==> src/rtl/gf180mcu_fd_sc_mcu7t5v0__rr_arb4_if.sv <==
`default_nettype none
// ============================================================================
// Module   : gf180mcu_fd_sc_mcu7t5v0__rr_arb4_if
// Brief    : Request/grant bundle between requesters and the round-robin arbiter.
// Revision : 1.0 - initial release
// ============================================================================
interface gf180mcu_fd_sc_mcu7t5v0__rr_arb4_if #(
   parameter int N   = 4,
   parameter int IDW = 2
);
   logic [N-1:0]   REQ;
   logic           LOCK;
   logic [N-1:0]   GNT;
   logic           GNT_VLD;
   logic [IDW-1:0] GNT_ID;

   modport master (
      output REQ,
      output LOCK,
      input  GNT,
      input  GNT_VLD,
      input  GNT_ID
   );

   modport slave (
      input  REQ,
      input  LOCK,
      output GNT,
      output GNT_VLD,
      output GNT_ID
   );
endinterface
`default_nettype wire

==> src/rtl/gf180mcu_fd_sc_mcu7t5v0__rr_arb4.sv <==
`default_nettype none
// ============================================================================
// Module   : gf180mcu_fd_sc_mcu7t5v0__rr_arb4
// Brief    : N-way round-robin arbiter, registered one-hot grant, hold limit
//            with LOCK override.
// Revision : 1.0 - initial release
// ============================================================================
module gf180mcu_fd_sc_mcu7t5v0__rr_arb4 #(
   parameter int N        = 4,
   parameter int IDW      = 2,
   parameter int MAX_HOLD = 8
) (
   input  logic CLK,
   input  logic RST,
   gf180mcu_fd_sc_mcu7t5v0__rr_arb4_if.slave arb
);

   localparam int HW = (MAX_HOLD <= 1) ? 1 : $clog2(MAX_HOLD + 1);

   logic [N-1:0]   gnt_q,     gnt_d;
   logic           gnt_vld_q, gnt_vld_d;
   logic [IDW-1:0] gnt_id_q,  gnt_id_d;
   logic [IDW-1:0] ptr_q,     ptr_d;
   logic [HW-1:0]  hcnt_q,    hcnt_d;

   logic           win_vld;
   logic [IDW-1:0] win_id;
   logic           others_req;
   logic           hold_ok;
   logic           keep;
   logic           hcnt_below_max;

   // Descending scan so the smallest offset from ptr_q is the last write and wins.
   always_comb begin
      win_vld = 1'b0;
      win_id  = '0;
      for (int k = N - 1; k >= 0; k--) begin
         int             j;
         logic [IDW-1:0] cand;
         j = int'(ptr_q) + k;
         if (j >= N) j = j - N;
         cand = IDW'(j);
         if (arb.REQ[cand]) begin
            win_vld = 1'b1;
            win_id  = cand;
         end
      end
   end

   always_comb begin
      others_req     = |(arb.REQ & ~gnt_q);
      hcnt_below_max = (MAX_HOLD != 0) && (int'(hcnt_q) < MAX_HOLD - 1);
      hold_ok        = arb.LOCK || (MAX_HOLD == 0) || hcnt_below_max || !others_req;
      keep           = gnt_vld_q && arb.REQ[gnt_id_q] && hold_ok;
   end

   always_comb begin
      gnt_d     = gnt_q;
      gnt_vld_d = gnt_vld_q;
      gnt_id_d  = gnt_id_q;
      ptr_d     = ptr_q;
      hcnt_d    = hcnt_q;
      if (keep) begin
         if (hcnt_below_max) hcnt_d = hcnt_q + 1'b1;
      end else begin
         // Release and idle share one path: ptr_q already points past the owner.
         hcnt_d = '0;
         if (win_vld) begin
            gnt_d         = '0;
            gnt_d[win_id] = 1'b1;
            gnt_vld_d     = 1'b1;
            gnt_id_d      = win_id;
            ptr_d         = (int'(win_id) == N - 1) ? '0 : win_id + 1'b1;
         end else begin
            gnt_d     = '0;
            gnt_vld_d = 1'b0;
            gnt_id_d  = '0;
         end
      end
   end

   always_ff @(posedge CLK or posedge RST) begin
      if (RST) begin
         gnt_q     <= '0;
         gnt_vld_q <= 1'b0;
         gnt_id_q  <= '0;
         ptr_q     <= '0;
         hcnt_q    <= '0;
      end else begin
         gnt_q     <= gnt_d;
         gnt_vld_q <= gnt_vld_d;
         gnt_id_q  <= gnt_id_d;
         ptr_q     <= ptr_d;
         hcnt_q    <= hcnt_d;
      end
   end

   assign arb.GNT     = gnt_q;
   assign arb.GNT_VLD = gnt_vld_q;
   assign arb.GNT_ID  = gnt_id_q;

endmodule
`default_nettype wire

==> src/flat_wrapper.sv <==
// flat-port wrapper written by rule: the top's interface ports become plain ports
module gf180mcu_fd_sc_mcu7t5v0__rr_arb4_flat 
#(
   parameter int N        = 4,
   parameter int IDW      = 2,
   parameter int MAX_HOLD = 8
)
  (CLK, RST, arb_REQ, arb_LOCK, arb_GNT, arb_GNT_VLD, arb_GNT_ID);
  gf180mcu_fd_sc_mcu7t5v0__rr_arb4_if #(.N(N), .IDW(IDW)) arb_i ();
  input  logic CLK;
  input  logic RST;
  input wire logic [$bits(arb_i.REQ)-1:0] arb_REQ;
  input wire logic [$bits(arb_i.LOCK)-1:0] arb_LOCK;
  output wire logic [$bits(arb_i.GNT)-1:0] arb_GNT;
  output wire logic [$bits(arb_i.GNT_VLD)-1:0] arb_GNT_VLD;
  output wire logic [$bits(arb_i.GNT_ID)-1:0] arb_GNT_ID;
  assign arb_i.REQ = arb_REQ;
  assign arb_i.LOCK = arb_LOCK;
  assign arb_GNT = arb_i.GNT;
  assign arb_GNT_VLD = arb_i.GNT_VLD;
  assign arb_GNT_ID = arb_i.GNT_ID;
  gf180mcu_fd_sc_mcu7t5v0__rr_arb4 #(.N(N), .IDW(IDW), .MAX_HOLD(MAX_HOLD)) u_core (.CLK(CLK), .RST(RST), .arb(arb_i));
endmodule
==> config.mk <==
export PLATFORM = sky130hd
export DESIGN_NAME = gf180mcu_fd_sc_mcu7t5v0__rr_arb4_flat
export DESIGN_NICKNAME = d
export VERILOG_FILES = /design/src/rtl/gf180mcu_fd_sc_mcu7t5v0__rr_arb4_if.sv /design/src/rtl/gf180mcu_fd_sc_mcu7t5v0__rr_arb4.sv /design/src/flat_wrapper.sv
export SDC_FILE = /design/constraint.sdc
export NUM_CORES = 1
export LEC_CHECK = 0
export ABC_AREA = 0
export CAP_MARGIN = 40
export CORE_ASPECT_RATIO = 0.7
export CORE_MARGIN = 4
export CORE_UTILIZATION = 35
export DETAILED_ROUTE_END_ITERATION = 10
export HOLD_SLACK_MARGIN = 0.02
export SLEW_MARGIN = 20
export SYNTH_ARGS = -nofsm -noshare
export SYNTH_HDL_FRONTEND = slang
export SYNTH_SLANG_ARGS = --single-unit
==> constraint.sdc <==
create_clock -name CLK -period 4.9 [get_ports CLK]
set_input_delay 0.735 -clock CLK [delete_from_list [all_inputs] [get_ports CLK]]
set_output_delay 0.735 -clock CLK [all_outputs]
set_load 0.01 [all_outputs]
==> results.cfg <==
[synthesis]
ys_ff_latch = 13
ys_warn_count = 0
syn_avg_cell_area_um2 = 10.8
syn_inst = 74
synth_nets = 86
syn_area_um2 = 798
synth_cell_types = 26
yosysSeqAreaShare_pct = 40.8

[pwr]
leakagePower_nw = 0.447
ir_drop_mv = 0.223
switching_share_pct = 37.5
switchingPower_w = 0.000188
p_seq_share_pct = 36.7
internal_power_w = 0.000313
p_per_area_nw_per_um2 = 508
power.total_w = 0.000501
comb_power_share_pct = 49.5
power_frac_clock_pct = 13.9

[clock_network]
cts_resized = 0
post-cts-setup-buffer-count = 0
cts-root-buf = clkbuf_4
cts_sinks = 13
hold_buffers = 0
cts_buffers = 3
clk_pin_slew_ps = 90
htree_levels = 1
tritoncts = yes
cts_buffer_depth = 2
clock_latency_ps = 280

[drt]
wl_per_cell_um = 13.1
firstDrtPassIters = 4
drt_wl_total_um = 1600
first_iter_violations = 14
drc_errors = 0
postRouteAntennaNets = 0
via_count = 583
vias_per_cell = 4.78

[sta]
finalSetupTns_ps = 0
setup_ws_ps = 2420
setup_viol = 0
skew_ps = 4.42
tightestPinTransition_ps = 667
drv_slew = 0
min_period_ps = 2480
fmax_mhz = 404
hold_viol = 0
final_min_period_over_clock_period_pct = 50.6
slew_headroom_pct = 55.3
rsz0062_at_grt = no

[cells_and_area]
layout.area.seq_um2 = 325
nets = 103
multi_input_area_um2 = 417
diodes = 0
stdcell_count = 122
drive_gt1_share_pct = 12.2
area_growth_pct = 23.7
nFillCells = 207

[setup_path]
critical_path_required_ps = 5070
worstSetupStartpointType = primary input
end_kind = flip-flop
critPathKind = primary input to flip-flop
crit_arrival_ps = 2650
crit_path_max_fanout = 7

[global_route]
grt_pass1_wl_um = 2570
grt_usage_pct = 11.4
grt-ovfl-total = 0
grt_max_degree = 14
antenna_found_initial = 0
grt_pass1_vias = 556

[place]
place_hpwl_um = 1220
place_ws_ps = 2090
place.gp.congestion = 0.743
dpl.cell_count = 118
io_buffers = 13

[floorplanning]
pin_count = 14
die_height_um = 48.0
core-area_um2 = 2150
std_cell_rows = 14
die_x_um = 65.1
initial_core_util_pct = 37.0
dieArea_um2 = 3120

[status]
outcome = completed

[hold_path]
min_path_type = flip-flop to flip-flop

[run]
drv_cap = 0
## power groups by stage
stage	logic (W)	clock network [W]	registers, W
floorplan	0.000164	0	0.000188
global placement	0.000247	0	0.000188
detailed placement	0.000248	0	0.000188
CTS	0.000252	0.0000723	0.000185
global route	0.000274	0.0000779	0.000191
finish	0.000248	0.0000694	0.000184
## state kept, by name, indices dropped and copies added, names as in the netlist
name	cells
u_core.arb.GNT_ID	2
u_core.arb.GNT_VLD	1
u_core.arb.GNT	4
u_core.ptr_q	2
u_core.hcnt_q	4
## path summary, 6_finish.rpt
path	from	end	slack (ps)	depth (start not counted)
setup / recovery	arb_REQ[0]	u_core.ptr_q[1]	2420	6
hold / removal	u_core.hcnt_q[2]	u_core.hcnt_q[2]	530	2
setup reg to reg	u_core.ptr_q[1]	u_core.ptr_q[1]	2870	5
hold reg to reg	u_core.hcnt_q[2]	u_core.hcnt_q[2]	530	2
max in group asynchronous	RST	u_core.arb.GNT_ID[1]	3800	2
min in group asynchronous	RST	u_core.hcnt_q[2]	770	2
## stage by stage
step | util [%] | hold slack [ps] | area [um2]
2_1_floorplan | - | 484 | 798
3_3_place_gp | 44.6 | 513 | 961
3_5_place_dp | 44.6 | 518 | 961
4_1_cts | 45.8 | 537 | 987
5_1_grt | 45.8 | 575 | 987
6_report | 45.8 | 532 | 987
## critical path: stages
cell and delay (ps):
clkdlybuf4s50_1 500, mux2i_1 170, nor2_1 50, a311oi_1 570, ha_1 350, a311o_1 270
## cell usage after synthesis
master / count / area share (%)
nor2b_4: 1 / 1.7
a21oi_1: 6 / 3.8
nor2b_1: 2 / 1.6
and2_1: 2 / 1.6
nand2_1: 4 / 1.9
mux2_2: 2 / 2.8
o311a_2: 2 / 2.8
buf_6: 1 / 1.4
a311oi_1: 1 / 1.1
a311o_1: 1 / 1.3
clkbuf_1: 1 / 0.47
nand4b_1: 1 / 1.1
o2bb2a_1: 1 / 1.3
or4_1: 1 / 0.94
inv_1: 11 / 5.2
nor2_1: 6 / 2.8
o311ai_2: 1 / 2.0
ha_1: 5 / 7.8
o21ai_0: 1 / 0.63
dfrtp_1: 13 / 41
nand2b_1: 1 / 0.78
mux2i_1: 6 / 7.5
a2111oi_4: 1 / 3.4
a211oi_1: 1 / 0.94
xnor2_1: 1 / 1.1
mux4_1: 1 / 3.3
## area by class of cell
| type | count | share of cell area [%] |
|---|---|---|
| Clock buffer | 4 | 2.66 |
| Tap cell | 32 | 4.06 |
| Timing Repair Buffer | 14 | 13.9 |
| Sequential cell | 13 | 33.0 |
| Inverter | 11 | 4.18 |
| Multi-Input combinational cell | 48 | 42.2 |
## cell usage in the layout (no fill, tap or decap), types with 2 or more instances in the layout
cell              n
clkbuf_4          3
nor2_1            6
and2_1            2
dfrtp_1          13
ha_1              5
nand2_1           4
a21oi_1           6
inv_1            11
mux2_2            2
mux2i_1           6
o311a_2           2
clkdlybuf4s50_1  13
nor2b_1           2
## per-layer routing
layer	global-route usage [%]	part of all wire, %	wire length [um]
met5	0	0	0
met4	2.48	0	0
met3	5.16	4.3	68
met2	17.3	43	687
met1	15.2	53	842
## kinds of logic (layout without fill, tap and decap cells)
logic type | Yosys count | after routing | share of synthesized area (%)
XOR/XNOR | 1 | 1 | 1.10
adder cells (fa/ha/maj) | 5 | 5 | 7.84
AND/OR/NAND/NOR | 18 | 18 | 12.4
flip-flops | 13 | 13 | 40.8
buffers and inverters | 13 | 29 | 7.05
multiplexers | 9 | 9 | 13.6
AO/OA/AOI/OAI | 15 | 15 | 17.2
Note: power is estimated with default switching activity, not from simulation.
